**config.mk**
```make
export PLATFORM = sky130hd
export DESIGN_NAME = booth_dot_accumulator
export DESIGN_NICKNAME = d
export VERILOG_FILES = /design/src/rtl/booth_pkg.sv /design/src/rtl/booth_sat_add.sv /design/src/rtl/booth_dot_accumulator.sv
export SDC_FILE = /design/constraint.sdc
export NUM_CORES = 1
export LEC_CHECK = 0
export CAP_MARGIN = 5
export CORE_MARGIN = 2
export CORE_UTILIZATION = 40
export DETAILED_ROUTE_END_ITERATION = 10
export GPL_ROUTABILITY_DRIVEN = 0
export SLEW_MARGIN = 20
export SYNTH_ARGS = -nofsm -noshare
export SYNTH_HDL_FRONTEND = slang
export SYNTH_SLANG_ARGS = --single-unit
export TNS_END_PERCENT = 20
```
**constraint.sdc**
```tcl
create_clock -name clk -period 5 [get_ports clk]
set_input_delay 1.25 -clock clk [delete_from_list [all_inputs] [get_ports clk]]
set_output_delay 1.25 -clock clk [all_outputs]
set_load 0.01 [all_outputs]
```
**src/rtl/booth_pkg.sv**
```systemverilog
// Shared definitions for the Booth dot-product accumulator slice.
//   PROD_W   : width of the signed products produced by the 2-bit Booth multiplier
//   state_e  : accumulator FSM states (IDLE, ACCUM, DONE)
//   sat_max / sat_min : largest / smallest two's-complement value at a given width
package booth_pkg;

  localparam int PROD_W = 4;

  typedef enum logic [1:0] {
    IDLE  = 2'd0,
    ACCUM = 2'd1,
    DONE  = 2'd2
  } state_e;

  function automatic logic signed [63:0] sat_max(input int w);
    return (64'sd1 <<< (w - 1)) - 64'sd1;
  endfunction

  function automatic logic signed [63:0] sat_min(input int w);
    return -(64'sd1 <<< (w - 1));
  endfunction

endpackage

```
**src/rtl/booth_sat_add.sv**
```systemverilog
// Combinational accumulate step: acc + sext(product), evaluated one bit wider
// than the accumulator so that overflow is detected exactly.
//   acc_i  : current signed accumulator value (ACC_W bits)
//   prod_i : signed product (PROD_W bits)
//   sum_o  : next accumulator value (ACC_W bits)
//   ovf_o  : true sum does not fit the signed ACC_W range
// Build option: SATURATE_EN defined clamps sum_o to the signed range on
// overflow; otherwise sum_o keeps the low ACC_W bits (modulo wrap).
module booth_sat_add
  import booth_pkg::*;
#(
  parameter int ACC_W = 8
) (
  input  logic [ACC_W-1:0]  acc_i,
  input  logic [PROD_W-1:0] prod_i,
  output logic [ACC_W-1:0]  sum_o,
  output logic              ovf_o
);

  logic signed [ACC_W:0] full;

  assign full  = $signed({acc_i[ACC_W-1], acc_i})
               + $signed({{(ACC_W + 1 - PROD_W){prod_i[PROD_W-1]}}, prod_i});

  // The wide sum fits in ACC_W bits only when its top two bits agree.
  assign ovf_o = full[ACC_W] ^ full[ACC_W-1];

`ifdef SATURATE_EN
  localparam logic [ACC_W-1:0] SMAX = ACC_W'(sat_max(ACC_W));
  localparam logic [ACC_W-1:0] SMIN = ACC_W'(sat_min(ACC_W));

  // The sign of the wide sum tells which rail was crossed.
  assign sum_o = ovf_o ? (full[ACC_W] ? SMIN : SMAX) : full[ACC_W-1:0];
`else
  assign sum_o = full[ACC_W-1:0];
`endif

endmodule

```
**src/rtl/booth_dot_accumulator.sv**
```systemverilog
// Sums runs of LEN signed Booth products into one dot-product result and
// presents it through a valid/ready output register.
//   clk, rst_n            : clock, asynchronous active-low reset
//   flush                 : synchronous abort of any partial or held result
//   in_valid/in_ready     : product input handshake, in_product is 4-bit signed
//   out_valid/out_ready   : result handshake
//   out_sum               : signed ACC_W-bit result, out_ovf: overflow seen
// Build option: SATURATE_EN selects clamping instead of modulo wrap on overflow.
// Every output is a register or a decode of the state register.
module booth_dot_accumulator
  import booth_pkg::*;
#(
  parameter int ACC_W = 8,
  parameter int LEN   = 4
) (
  input  logic              clk,
  input  logic              rst_n,
  input  logic              flush,
  input  logic              in_valid,
  output logic              in_ready,
  input  logic [PROD_W-1:0] in_product,
  output logic              out_valid,
  input  logic              out_ready,
  output logic [ACC_W-1:0]  out_sum,
  output logic              out_ovf
);

  localparam int CNT_W = $clog2(LEN + 1);
  // Count value at which the next accepted beat completes the run.
  localparam logic [CNT_W-1:0] CNT_LAST = CNT_W'(LEN - 1);

  state_e           state_q, state_d;
  logic [ACC_W-1:0] acc_q, acc_d;
  logic [CNT_W-1:0] cnt_q, cnt_d;
  logic             ovf_q, ovf_d;

  logic [ACC_W-1:0] add_sum;
  logic             add_ovf;
  logic             beat;

  booth_sat_add #(
    .ACC_W (ACC_W)
  ) u_add (
    .acc_i  (acc_q),
    .prod_i (in_product),
    .sum_o  (add_sum),
    .ovf_o  (add_ovf)
  );

  assign in_ready  = (state_q != DONE);
  assign out_valid = (state_q == DONE);
  assign out_sum   = acc_q;
  assign out_ovf   = ovf_q;

  assign beat = in_valid && in_ready;

  always_comb begin
    state_d = state_q;
    acc_d   = acc_q;
    cnt_d   = cnt_q;
    ovf_d   = ovf_q;
    if (flush) begin
      // Abort wins over any beat or output handshake in the same cycle.
      state_d = IDLE;
      acc_d   = '0;
      cnt_d   = '0;
      ovf_d   = 1'b0;
    end else begin
      unique case (state_q)
        IDLE: begin
          if (beat) begin
            // First product of a run cannot overflow since ACC_W >= PROD_W.
            acc_d   = ACC_W'($signed(in_product));
            cnt_d   = CNT_W'(1);
            ovf_d   = 1'b0;
            state_d = (LEN == 1) ? DONE : ACCUM;
          end
        end
        ACCUM: begin
          if (beat) begin
            acc_d = add_sum;
            cnt_d = cnt_q + CNT_W'(1);
            ovf_d = ovf_q | add_ovf;
            if (cnt_q == CNT_LAST) begin
              state_d = DONE;
            end
          end
        end
        DONE: begin
          if (out_ready) begin
            state_d = IDLE;
          end
        end
        default: begin
          state_d = IDLE;
        end
      endcase
    end
  end

  always_ff @(posedge clk or negedge rst_n) begin
    if (!rst_n) begin
      state_q <= IDLE;
      acc_q   <= '0;
      cnt_q   <= '0;
      ovf_q   <= 1'b0;
    end else begin
      state_q <= state_d;
      acc_q   <= acc_d;
      cnt_q   <= cnt_d;
      ovf_q   <= ovf_d;
    end
  end

endmodule
```
==> run_results.csv <==
group,metric,value,unit
outcome,status,"finished clean",
sta,slew_headroom,59.0,%
setup_path,critPathLaunchType,"input port",
sta,hold_viol_final,0,
sta,fin_tns_setup,0,ns
clock_tree,cts_hold_buffers,0,
clock_tree,path_clk_slew,0.08,ns
drt,drt_iter0_markers,9,
setup_path,reg2reg_to,"out_sum[6]",
sta,finalCriticalPeriod,3.16,ns
placed_design,dp_hpwl,1.76,mm
synth,synth.area.top_cells,"dfrtp_1 35%, ha_1 13%, nand2_1 5.6%, nor2_1 5.3%, o21ai_0 5.0%",
floorplan,dieHeight,54.0,um
drt,vias,903,
floorplan,die_w,54.0,um
power_and_ir_drop,p_switching,0.0890,mW
clock_tree,clockBufferDepth,2,
setup_path,cp-end-kind,"flip-flop",
placed_design,place_area,0.00122,mm^2
cells_and_area,post-route-util,51.5,%
sta,tightest_slew,0.613,ns
synth,synth_top_area_share,35.0,%
floorplan,start_util,41.1,%
floorplan,rows,18,
power_and_ir_drop,p_int,0.210,mW
clock_tree,insertion_delay,0.27,ns
floorplan,die_area,0.00291,mm^2
setup_path,reg2reg_depth,9,
grt,antenna_found_initial,0,
cells_and_area,finalInstanceArea,0.00125,mm^2
synth,syn-num-nets,136,
min_path,hold_depth,2,
grt,grt_max_degree,15,
cells_and_area,syn_to_final_growth,25.3,%
cells_and_area,drive_above_1_share,5.15,%
sta,finalCritPeriodShare,63.2,%
run,drv_cap,0,
sta,finalMaxSlewViolations,0,
clock_tree,clock-root-buffer,"clkbuf_4",
clock_tree,postCtsSetupBuffers,0,
clock_tree,htreeDepth,1,
floorplan,design.portCount,20,
setup_path,crit_fanout,6,
synth,synth_area_per_cell,8.62,um^2
drt,wl_per_cell,13.2,um
setup_path,r2r_start,"out_sum[0]",
setup_path,rrSetupSlack,2.87,ns
setup_path,cp.required,5.19,ns
cells_and_area,fill_cells,258,
floorplan,core,0.00243,mm^2
synth,synth_cell_types,31,
min_path,min_from,"out_sum[6]",
power_and_ir_drop,power.share.sequential,42.6,%
synth,synth_seq_cells,14,
clock_tree,cts_tree,"built",
clock_tree,cts_repair_resize_count,0,
clock_tree,cts.sinks,14,
drt,drt_first_pass_iters,4,
min_path,hold_class,"flip-flop to flip-flop",
sta,rsz0062_at_grt,"false",
grt,track_usage,18.0,%
sta,finalSetupViolCount,0,
cells_and_area,nets,157,
synth,synth-warning-count,0,
power_and_ir_drop,irDropWorstVdd,203,uV
power_and_ir_drop,comb_power_share,31.1,%
grt,grt_pass1_vias,847,
grt,grt_pass1_wl,3.80,mm
clock_tree,cts_buffers,3,
setup_path,cp.arrival,3.35,ns
synth,synth_cells,116,
drt,ant_nets,0,
power_and_ir_drop,clkPwrFrac,26.3,%
sta,fin_worst_skew,0.00245,ns
sta,max_freq,316,MHz
drt,drc_errors,0,
drt,vias_per_cell,5.44,
power_and_ir_drop,switching_share,29.7,%
synth,syn_area,1000,um^2
setup_path,crit_type,"input port to flip-flop",
grt,overflow,0,
power_and_ir_drop,power.leakage,0.555,nW
placed_design,port_buffers,19,
cells_and_area,num_antenna_cells,0,
synth,synth_largest_area_cell,"dfrtp_1",
power_and_ir_drop,power,0.299,mW
min_path,hold-path-endpoint,"out_sum[6]",
synth,synth-seq-area-share,35.0,%
power_and_ir_drop,p_per_area,239,mW/mm^2
drt,drt_wl_total,2.19,mm
-- state kept, by name (all words and copies together), names as in the netlist --
| name | count |
|---|---|
| cnt_q | 3 |
| out_ovf | 1 |
| out_sum | 8 |
| state_q | 2 |
-- through the flow --
step	worst slack [ns]	instances	hold slack, ns
floorplan	2.15	116	0.492
detailed placement	1.55	162	0.511
global placement	1.56	162	0.510
CTS	1.84	166	0.528
finish	1.84	166	0.522
global route	1.74	166	0.553
-- how the worst max path moves through the flow --
stage,start,end,slack (ns),cells after the start
6_report,in_product[3],out_ovf,1.84,8
5_1_grt,in_product[3],out_ovf,1.74,8
4_1_cts,in_product[3],out_ovf,1.84,8
3_3_place_gp,in_product[3],out_ovf,1.56,8
3_5_place_dp,in_product[3],out_ovf,1.55,8
2_1_floorplan,in_product[0],out_sum[6],2.15,9
-- critical path: stages --
cell	delay [ns]
clkdlybuf4s50_1	0.55
ha_1	0.43
a21o_1	0.18
a21o_1	0.19
a221oi_2	0.28
xor2_1	0.17
a21oi_1	0.09
a211oi_2	0.21
-- synth_stat cells --
library cell / count
a211oi_1: 1
a211oi_2: 1
a21o_1: 3
a21oi_1: 9
a221oi_2: 1
a311oi_1: 2
a31oi_1: 1
and2b_1: 1
and3_1: 1
clkbuf_1: 3
dfrtp_1: 14
fa_1: 1
ha_1: 10
inv_1: 5
nand2_1: 15
nand2b_1: 3
nand3_1: 3
nand3b_1: 1
nor2_1: 14
nor2b_1: 1
nor2b_4: 1
nor3_1: 1
o211ai_1: 3
o21a_1: 2
o21ai_0: 10
o21ai_1: 1
o21bai_1: 1
o31a_1: 1
or3_1: 1
xnor2_1: 4
xor2_1: 1
-- cells in the final DEF (no fill, tap or decap), types with 3 or more instances in the layout --
cell type | synthesis | layout
clkdlybuf4s50_1 | 0 | 19
nand2_1 | 15 | 15
nor2_1 | 14 | 14
dfrtp_1 | 14 | 14
o21ai_0 | 10 | 10
ha_1 | 10 | 10
a21oi_1 | 9 | 9
inv_1 | 5 | 5
xnor2_1 | 4 | 4
nand2b_1 | 3 | 3
a21o_1 | 3 | 3
o211ai_1 | 3 | 3
nand3_1 | 3 | 3
clkbuf_4 | 0 | 3
-- final cells by class --
class | instances | area [um^2] | share of cell area, %
inverter | 5 | 18.8 | 1.50
sequential | 14 | 350 | 28.0
multi-input combinational | 94 | 619 | 49.5
timing repair buffer | 19 | 190 | 15.2
tap | 30 | 37.5 | 3.00
clock buffer | 4 | 36.3 | 2.90
-- power by group through the flow --
stage	clock [mW]	sequential [mW]	combinational, mW
global placement	0	0.130	0.0926
floorplan	0	0.131	0.0577
detailed placement	0	0.130	0.0936
global route	0.0902	0.129	0.105
finish	0.0788	0.128	0.0930
CTS	0.0826	0.128	0.0942
-- kinds of logic after synthesis --
family	Yosys count	share of synthesized area, %
flip-flops	14	35.0
buffers and inverters	8	3.00
AO/OA/AOI/OAI	36	23.5
XOR/XNOR	5	4.38
AND/OR/NAND/NOR	42	19.5
adder cells (fa/ha/maj)	11	14.5
-- per-layer routing --
metal,track usage (%),share of wire [%]
met1,23.5,45
met2,29.5,49
met3,5.00,5.1
met4,3.75,0.55
met5,0,0
Note: power is estimated with default switching activity, not from simulation.
